[src/rtl/sort_pkg.sv]
// Shared types and constants for the six-input sorter front end.
// The frame-buffer struct mirrors what the collector holds per bank.
package sort_pkg;
    localparam int SORT_N = 6;
    localparam int SORT_W = 32;
    localparam logic [SORT_W-1:0] SORT_PAD = {SORT_W{1'b1}};

    typedef logic [SORT_W-1:0] sort_word_t;
    typedef logic [2:0]        sort_cnt_t;

    typedef struct packed {
        sort_word_t [SORT_N-1:0] word;
        sort_cnt_t               count;
    } sort_frame_t;
endpackage

[src/rtl/sort_collector_if.sv]
// Word-stream input and frame-level output of the sort collector.
// The slave modport is the collector's own view.
interface sort_collector_if
    import sort_pkg::*;
#(
    parameter int WIDTH = SORT_W
);
    logic             in_valid;
    logic [WIDTH-1:0] in_data;
    logic             in_last;
    logic             in_ready;
    logic             frame_valid;
    logic             frame_ready;
    logic [WIDTH-1:0] a, b, c, d, e, f;
    sort_cnt_t        frame_count;

    modport master (
        output in_valid, in_data, in_last, frame_ready,
        input  in_ready, frame_valid, a, b, c, d, e, f, frame_count
    );

    modport slave (
        input  in_valid, in_data, in_last, frame_ready,
        output in_ready, frame_valid, a, b, c, d, e, f, frame_count
    );
endinterface

[src/rtl/sort_bank.sv]
// One frame buffer: slot write, close-with-pad, synchronous clear, parallel read.
module sort_bank
    import sort_pkg::*;
#(
    parameter int WIDTH = SORT_W,
    parameter int N     = SORT_N
) (
    input  logic             clk,
    input  logic             clr_i,
    input  logic             wr_en_i,
    input  sort_cnt_t        wr_slot_i,
    input  logic [WIDTH-1:0] wr_data_i,
    input  logic             close_i,
    output logic [WIDTH-1:0] word_o [N],
    output sort_cnt_t        count_o
);
    logic [WIDTH-1:0] word_q [N];
    logic [WIDTH-1:0] word_d [N];
    sort_cnt_t        count_q, count_d;

    // Slots past the closing word get all-ones so an ascending sort puts them last.
    always_comb begin
        word_d  = word_q;
        count_d = count_q;
        if (wr_en_i) begin
            word_d[wr_slot_i] = wr_data_i;
            if (close_i) begin
                for (int i = 0; i < N; i++) begin
                    if (sort_cnt_t'(i) > wr_slot_i) begin
                        word_d[i] = {WIDTH{1'b1}};
                    end
                end
                count_d = wr_slot_i + 3'd1;
            end
        end
    end

    always_ff @(posedge clk) begin
        if (clr_i) begin
            for (int i = 0; i < N; i++) begin
                word_q[i] <= '0;
            end
            count_q <= '0;
        end else begin
            word_q  <= word_d;
            count_q <= count_d;
        end
    end

    assign word_o  = word_q;
    assign count_o = count_q;
endmodule

[src/rtl/sort_collector.sv]
// Groups a serial word stream into frames of up to six for the sorter,
// ping-ponging between two banks so filling overlaps with presentation.
module sort_collector
    import sort_pkg::*;
#(
    parameter int WIDTH = SORT_W,
    parameter int N     = SORT_N
) (
    input  logic              clk,
    input  logic              rst_n,
    sort_collector_if.slave   bus
);
    localparam sort_cnt_t LAST_SLOT = sort_cnt_t'(N - 1);

    logic [1:0] full_q, full_d;
    logic       wb_q, wb_d;
    logic       rb_q, rb_d;
    sort_cnt_t  cnt_q, cnt_d;

    logic       in_ready;
    logic       frame_valid;
    logic       accept;
    logic       close;
    logic       frame_acc;

    logic [WIDTH-1:0] words0 [N];
    logic [WIDTH-1:0] words1 [N];
    sort_cnt_t        count0, count1;

    // A close on wb and an accept on rb never hit the same bank: close needs
    // full[wb]==0, accept needs full[rb]==1.
    always_comb begin
        in_ready    = !full_q[wb_q] && rst_n;
        frame_valid = full_q[rb_q];
        accept      = bus.in_valid && in_ready;
        close       = accept && (cnt_q == LAST_SLOT || bus.in_last);
        frame_acc   = frame_valid && bus.frame_ready;

        full_d = full_q;
        wb_d   = wb_q;
        rb_d   = rb_q;
        cnt_d  = cnt_q;

        if (close) begin
            full_d[wb_q] = 1'b1;
            wb_d         = !wb_q;
            cnt_d        = '0;
        end else if (accept) begin
            cnt_d = cnt_q + 3'd1;
        end

        if (frame_acc) begin
            full_d[rb_q] = 1'b0;
            rb_d         = !rb_q;
        end
    end

    always_ff @(posedge clk) begin
        if (!rst_n) begin
            full_q <= '0;
            wb_q   <= 1'b0;
            rb_q   <= 1'b0;
            cnt_q  <= '0;
        end else begin
            full_q <= full_d;
            wb_q   <= wb_d;
            rb_q   <= rb_d;
            cnt_q  <= cnt_d;
        end
    end

    sort_bank #(.WIDTH(WIDTH), .N(N)) u_bank0 (
        .clk       (clk),
        .clr_i     (!rst_n),
        .wr_en_i   (accept && !wb_q),
        .wr_slot_i (cnt_q),
        .wr_data_i (bus.in_data),
        .close_i   (close),
        .word_o    (words0),
        .count_o   (count0)
    );

    sort_bank #(.WIDTH(WIDTH), .N(N)) u_bank1 (
        .clk       (clk),
        .clr_i     (!rst_n),
        .wr_en_i   (accept && wb_q),
        .wr_slot_i (cnt_q),
        .wr_data_i (bus.in_data),
        .close_i   (close),
        .word_o    (words1),
        .count_o   (count1)
    );

    assign bus.in_ready    = in_ready;
    assign bus.frame_valid = frame_valid;
    assign bus.a           = rb_q ? words1[0] : words0[0];
    assign bus.b           = rb_q ? words1[1] : words0[1];
    assign bus.c           = rb_q ? words1[2] : words0[2];
    assign bus.d           = rb_q ? words1[3] : words0[3];
    assign bus.e           = rb_q ? words1[4] : words0[4];
    assign bus.f           = rb_q ? words1[5] : words0[5];
    assign bus.frame_count = rb_q ? count1 : count0;
endmodule
[src/flat_wrapper.sv]
// flat-port wrapper written by rule: the top's interface ports become plain ports
module sort_collector_flat import sort_pkg::*;
#(
    parameter int WIDTH = SORT_W,
    parameter int N     = SORT_N
)
  (clk, rst_n, bus_in_valid, bus_in_data, bus_in_last, bus_frame_ready, bus_in_ready, bus_frame_valid, bus_a, bus_b, bus_c, bus_d, bus_e, bus_f, bus_frame_count);
  sort_collector_if #(.WIDTH(WIDTH)) bus_i ();
  input  logic clk;
  input  logic rst_n;
  input wire logic [$bits(bus_i.in_valid)-1:0] bus_in_valid;
  input wire logic [$bits(bus_i.in_data)-1:0] bus_in_data;
  input wire logic [$bits(bus_i.in_last)-1:0] bus_in_last;
  input wire logic [$bits(bus_i.frame_ready)-1:0] bus_frame_ready;
  output wire logic [$bits(bus_i.in_ready)-1:0] bus_in_ready;
  output wire logic [$bits(bus_i.frame_valid)-1:0] bus_frame_valid;
  output wire logic [$bits(bus_i.a)-1:0] bus_a;
  output wire logic [$bits(bus_i.b)-1:0] bus_b;
  output wire logic [$bits(bus_i.c)-1:0] bus_c;
  output wire logic [$bits(bus_i.d)-1:0] bus_d;
  output wire logic [$bits(bus_i.e)-1:0] bus_e;
  output wire logic [$bits(bus_i.f)-1:0] bus_f;
  output wire logic [$bits(bus_i.frame_count)-1:0] bus_frame_count;
  assign bus_i.in_valid = bus_in_valid;
  assign bus_i.in_data = bus_in_data;
  assign bus_i.in_last = bus_in_last;
  assign bus_i.frame_ready = bus_frame_ready;
  assign bus_in_ready = bus_i.in_ready;
  assign bus_frame_valid = bus_i.frame_valid;
  assign bus_a = bus_i.a;
  assign bus_b = bus_i.b;
  assign bus_c = bus_i.c;
  assign bus_d = bus_i.d;
  assign bus_e = bus_i.e;
  assign bus_f = bus_i.f;
  assign bus_frame_count = bus_i.frame_count;
  sort_collector #(.WIDTH(WIDTH), .N(N)) u_core (.clk(clk), .rst_n(rst_n), .bus(bus_i));
endmodule
[config.mk]
export PLATFORM = sky130hd
export DESIGN_NAME = sort_collector_flat
export DESIGN_NICKNAME = d
export VERILOG_FILES = /design/src/rtl/sort_pkg.sv /design/src/rtl/sort_collector_if.sv /design/src/rtl/sort_bank.sv /design/src/rtl/sort_collector.sv /design/src/flat_wrapper.sv
export SDC_FILE = /design/constraint.sdc
export NUM_CORES = 1
export LEC_CHECK = 0
export CAP_MARGIN = 0
export CORE_MARGIN = 10
export CORE_UTILIZATION = 45
export CTS_CLUSTER_SIZE = 10
export DETAILED_ROUTE_END_ITERATION = 8
export PLACE_DENSITY = 0.79
export SYNTH_ARGS = -nofsm -noshare
export SYNTH_HDL_FRONTEND = slang
export SYNTH_HIERARCHICAL = 1
export SYNTH_SLANG_ARGS = --single-unit
[constraint.sdc]
create_clock -name clk -period 1.9 [get_ports clk]
set_input_delay 0.38 -clock clk [delete_from_list [all_inputs] [get_ports clk]]
set_output_delay 0.38 -clock clk [all_outputs]
set_load 0.01 [all_outputs]
-- After elaboration in Yosys (flattened, before gate mapping)
Cells that the tools add are included.
- bits in registers: 397
- latch bits: 0
- RAM bits: 0
- bits in read-only memories: 0
- input bits: 37
- output and inout bits: 197
- logic and storage cells: 88
- memories kept: 0
- add/subtract/negate cells: 1
- multipliers: 0
- divide/modulo/power cells: 0
- order comparisons: 12
- equality and inequality tests: 1
- shift operators: 0
- mux-type cells: 35
- bitwise gates (word level): 5
- reduce and logical (&&, ||, !) cells: 16
- operators by type and width (cell ; number):
    32-bit 2-to-1 mux ; 19
    192-bit bitwise mux ; 2
    192-bit 2-to-1 mux ; 2
    32-bit demux with 3-bit select ; 1
    1-bit logical AND ; 9
    1-bit by 3-bit greater-than comparator with 1-bit output, first input constant ; 2
    2-bit by 3-bit greater-than comparator with 1-bit output, first input constant ; 2
    3-bit greater-than comparator, first input constant ; 2
    1-bit 2-to-1 mux ; 6
    4-bit >= comparator, second input constant ; 1
    1-bit by 2-bit less-than comparator with 1-bit output, second input constant ; 2
    4-bit by 1-bit less-than comparator with 1-bit output, second input constant ; 1
    2-bit 2-to-1 mux ; 2
    3-bit inverter with 4-bit output ; 1
    2-bit AND reduction ; 2
    3-bit by 1-bit adder with 3-bit output, second input constant ; 1
    3-bit == test, second input constant ; 1
    1-bit logical NOT ; 3
    3-bit 2-to-1 mux ; 1
    2-bit bitwise AND ; 1
    1-bit demux with 1-bit select ; 2
    1-bit >= comparator, second input constant ; 2
    2-bit inverter ; 1
    2-bit OR ; 1
    3 further kinds ; 3

-- Logic depth before layout (Yosys ltp)
- depth in word-level cells: 9
- depth in mapped cells: 9
- mapped depth without buffers: 7

-- Hierarchy
Netlist, hierarchy kept.
- by module, submodules not included (module ; times used ; cells an instance ; area an instance (um^2) ; sequential area each (um^2)):
    sort_bank at u_core.u_bank0 ; 1 ; 646 ; 7290.7 ; 3903.7
    sort_bank at u_core.u_bank1 ; 1 ; 644 ; 7239.4 ; 3903.7
    sort_collector ; 1 ; 259 ; 2670.1 ; 140.1

-- Worst setup path after synthesis
Ideal clock, no wire load.
- kind: register to register
- from: reg u_core.cnt_q[0]
- to: reg u_core.u_bank0.word_q (netlist bit u_core/u_bank0/word_o[65])
- arrival time: 1974 ps
- path slack: -132 ps
- stages on the path, launching flop included: 9
- buffers on the path: 2
- cells stage by stage: dfxtp_1 ha_1 a21oi_1 nor3_1 clkbuf_1 a21oi_1 nor3b_2 buf_2 o221a_2
- elaborated cells on any way between the ends: 13
- RTL lines (what ; RTL line ; text):
    start, declared ; sort_collector.sv:18 ; sort_cnt_t cnt_q, cnt_d;
    start signal, assigned ; sort_collector.sv:68 ; cnt_q <= cnt_d;
    3-bit == test ; sort_collector.sv:36 ; close = accept && (cnt_q == LAST_SLOT || bus.in_last);
    1-bit logical OR ; sort_collector.sv:36 ;
    1-bit logical AND ; sort_collector.sv:36 ;
    via u_core.close ; sort_collector.sv:23 ; logic close;
    192-bit 2-to-1 mux ; sort_bank.sv:27 ; if (close_i) begin
    end signal, assigned ; sort_bank.sv:45 ; word_q <= word_d;
    end, declared ; sort_bank.sv:17 ; logic [WIDTH-1:0] word_q [N];
The timed path passes the listed nets, and every way through them passes these cells.
A chain may end at the register's enable or synchronous reset.

-- Worst setup path in the final report
- from: reg u_core.rb_q
- to: out bus_c[5]
- longest elaborated chain between the ends: 1
- RTL lines (what ; RTL line ; text):
    start, declared ; sort_collector.sv:17 ; logic rb_q, rb_d;
    start signal, assigned ; sort_collector.sv:67 ; rb_q <= rb_d;
    32-bit 2-to-1 mux ; sort_collector.sv:98 ; assign bus.c = rb_q ? words1[2] : words0[2];
    end, declared ; flat_wrapper.sv:19 ; output wire logic [$bits(bus_i.c)-1:0] bus_c;
Every way passes these cells.

==> results.md <==
- Vias in the first global route: between 10000 and 15000
- Pwr dens: a little under 800 nW/um2
- FF+latch count, synth: just under 400
- CP Buf/Inv Count: 2
- Syn nets: between 1500 and 2000
- Routed Antenna Nets: 0
- Die height: approximately 220 um
- Max-cap violations: 0
- Unique masters post-synth: 40
- Final Hold Vio Count: 0
- Status: complete, but fails checks
- Vias post-DR: ~14000
- Core Footprint: ~38000 um2
- Leakage: 0.0103 uW
- Critical Path Start Type: flop
- CP endpoint kind: output pin
- Die ar.: roughly 46000 um2
- Setup CP Type: reg2out
- Total CTS buffers: 46
- Sequential share of the synthesized area: 0.462
- CTS Root Cell: clkbuf_16
- Avg Cell Area, Syn: 11.1 um2
- Highest Signal Layer: met4
- # IOs: ~230
- Initial DRC Count: between 1000 and 1500
- Initial antenna violation count: 0
- Warnings, synthesis: 6
- Asr flop ratio synth: 0
- Most common cell after layout, fill and taps aside: dfxtp_1
- Setup Skew: between 0.015 and 0.02 ns
- WHS: around 0.47 ns
- HPWL after DPL: 35.1 mm
- Slew Viols, Final: 0
- Fillcell total: 3005
- Final Wtd Congestion: approximately 0.85
- P&R area growth vs syn: 30.0%
- Initial Util: 0.457
- WL met3: around 3.1 mm
- Design area: approximately 22000 um2
- Critical path, cell by cell: buf_4 -> mux2_2 -> clkdlybuf4s50_1
- PortBufs: ~230
- Relative slew slack: 0.567
- Pin count of the biggest net entering global routing: between 150 and 200
- DRC errors left: 0
- Post-synth EDFFs: 0
- Critical Path Slowest Stage Cell: clkdlybuf4s50_1
- Max Clock Freq: between 400 and 500 MHz
- RSZ-0062 raised after global routing: yes
- WL/cell: about 23 um
- WL met2: between 20 and 30 mm
- Routed WL: 53.9 mm
- Tmin final: ~2.5 ns
- Cells after Synth: about 1500
- H-tree levels: 2
- 1st-pass router iterations: 8
- Dpl cell area: 20800 um2
- Remaining Overflow, GRT: 0
- Crit path max-delay family: buffers and inverters
- Vias per Instance: 5.83
- WL met1: 23.4 mm
- Clock tree buffer depth: 3
- Main flop type after synthesis: dfxtp_1
- Post-layout net count: roughly 1900
- Antenna Cells: 0
- Register clock-pin slew on the reported worst setup and hold paths: ~0.060 ns
- GRT Total Usage: 0.217
- Setup ws final: -0.551 ns
- Arr. time, crit path: between 2 and 2.5 ns
- Peak fanout along the critical path: 16
- Final setup fails: between 500 and 600
- Mapped Area: around 17000 um2
- Worst Path Required: roughly 1.5 ns
- Most frequent cells in the layout: dfxtp_1, mux2i_1, o21ai_0
- CTS tree: built
- Hold Path Class: reg2reg
- Failing checks: setup timing
- First-pass GRT wire length: between 80 and 90 mm
- Final period utilization: 1.29
- Clock Latency Late Sink: between 0.5 and 0.6 ns
- Least-Margin Pin Slew: 0.650 ns
- Row count: 71
- Die extent in x: approximately 220 um
- Largest stage delay, worst path: 0.51 ns
- Peak VDD IR: 0.634 mV
- Sink Count: 397
- Hold_buf cts: 0
- Layout cell share with drive strength beyond 1: 0.295
stage by stage:
step / TNS, ns / total power, uW / instances / utilization / setup slack, ns
6_report: -91.54 / 17800 / 2349 / 0.594 / -0.551
5_1_grt: -135.03 / 18300 / 2349 / 0.594 / -0.602
4_1_cts: -129.58 / 17800 / 2327 / 0.585 / -0.648
3_5_place_dp: -198.14 / 10200 / 2265 / 0.551 / -0.658
3_3_place_gp: -182.70 / 10100 / 2265 / 0.551 / -0.573
2_1_floorplan: 0 / 9380 / 1549 / - / 0.00975
registers in the layout, indices dropped and copies added (netlist names):
signal,cells
u_core/u_bank0/word_o,192
u_core/u_bank1/word_o,192
u_core/cnt_q,3
u_core/u_bank0/count_o,3
u_core/u_bank1/count_o,3
u_core/full_q,2
u_core/rb_q,1
u_core/wb_q,1
where the power goes:
group | switching [uW] | leakage, uW | total, uW | internal (uW)
Sequential | 90.9 | 0.00321 | 8590 | 8500
Combinational | 759 | 0.00645 | 1410 | 650
Clock | 3270 | 0.000622 | 7770 | 4500
Total | 4120 | 0.0103 | 17800 | 13700
cells by family (layout without fill, tap and decap cells):
family | Yosys count | after routing | share of synthesized area
flip-flops | 397 | 397 | 0.462
adder cells (fa/ha/maj) | 7 | 7 | 0.00509
buffers and inverters | 162 | 451 | 0.0491
multiplexers | 516 | 516 | 0.315
AO/OA/AOI/OAI | 414 | 414 | 0.146
XOR/XNOR | 2 | 2 | 0.00102
AND/OR/NAND/NOR | 51 | 51 | 0.0220
worst register-to-register path: stages (launching register included):
cell	delay, ns
dfxtp_2	0.32
inv_1	0.04
ha_1	0.20
a21oi_1	0.23
nor3_2	0.09
buf_4	0.17
and4bb_2	0.25
nand2_1	0.14
buf_4	0.28
o21ai_0	0.16
cell type report:
cell class / count / area [um2] / share of cell area
Multi-Input combinational cell: 990 / 8640 / 0.386
Inverter: 10 / 45.0 / 0.00201
Sequential cell: 397 / 7960 / 0.356
Clock buffer: 54 / 1230 / 0.0551
Timing Repair Buffer: 384 / 3820 / 0.171
Clock inverter: 3 / 33.8 / 0.00151
Tap cell: 511 / 639 / 0.0286
repair_timing:
action / CTS / global route
setup endpoints to repair: 575 / 584
resized for setup: 227 / 215
buffers inserted: 4 / 21
cloned: 1 / 1
cells in the mapped netlist (5+ instances only):
cell,n,area share
nand2_1,10,0.0022
clkbuf_1,76,0.017
mux2_2,196,0.13
nor2_1,5,0.0011
nor3_1,5,0.0015
mux2i_1,319,0.19
ha_1,7,0.0051
buf_4,14,0.0061
dfxtp_1,397,0.46
and4bb_2,5,0.0036
o221a_1,31,0.020
o221a_2,33,0.022
o21ai_0,296,0.086
buf_6,17,0.011
a21oi_1,13,0.0038
o21ai_1,30,0.0087
inv_1,8,0.0017
buf_2,45,0.013
path summary, 6_finish.rpt:
check	startpoint	end	slack, ns	cells past startpoint
max	u_core/rb_q$_SDFFE_PN0N_	bus_c[5]	-0.55	3
max reg2reg	u_core/cnt_q[1]$_SDFFE_PP0N_	u_core/u_bank0/word_o[114]$_SDFFE_PP0P_	-0.16	9
min	u_core/u_bank1/count_o[1]$_SDFFE_PP0P_	u_core/u_bank1/count_o[1]$_SDFFE_PP0P_	0.47	2
min reg2reg	u_core/u_bank1/count_o[1]$_SDFFE_PP0P_	u_core/u_bank1/count_o[1]$_SDFFE_PP0P_	0.47	2
layer usage:
layer | vias to the layer above | track usage
li1 | 6247 | -
met1 | 6835 | 0.274
met2 | 500 | 0.361
met3 | 106 | 0.0404
met4 | 0 | 0.0798
met5 | - | 0
Power figures use the tool's default switching activity.
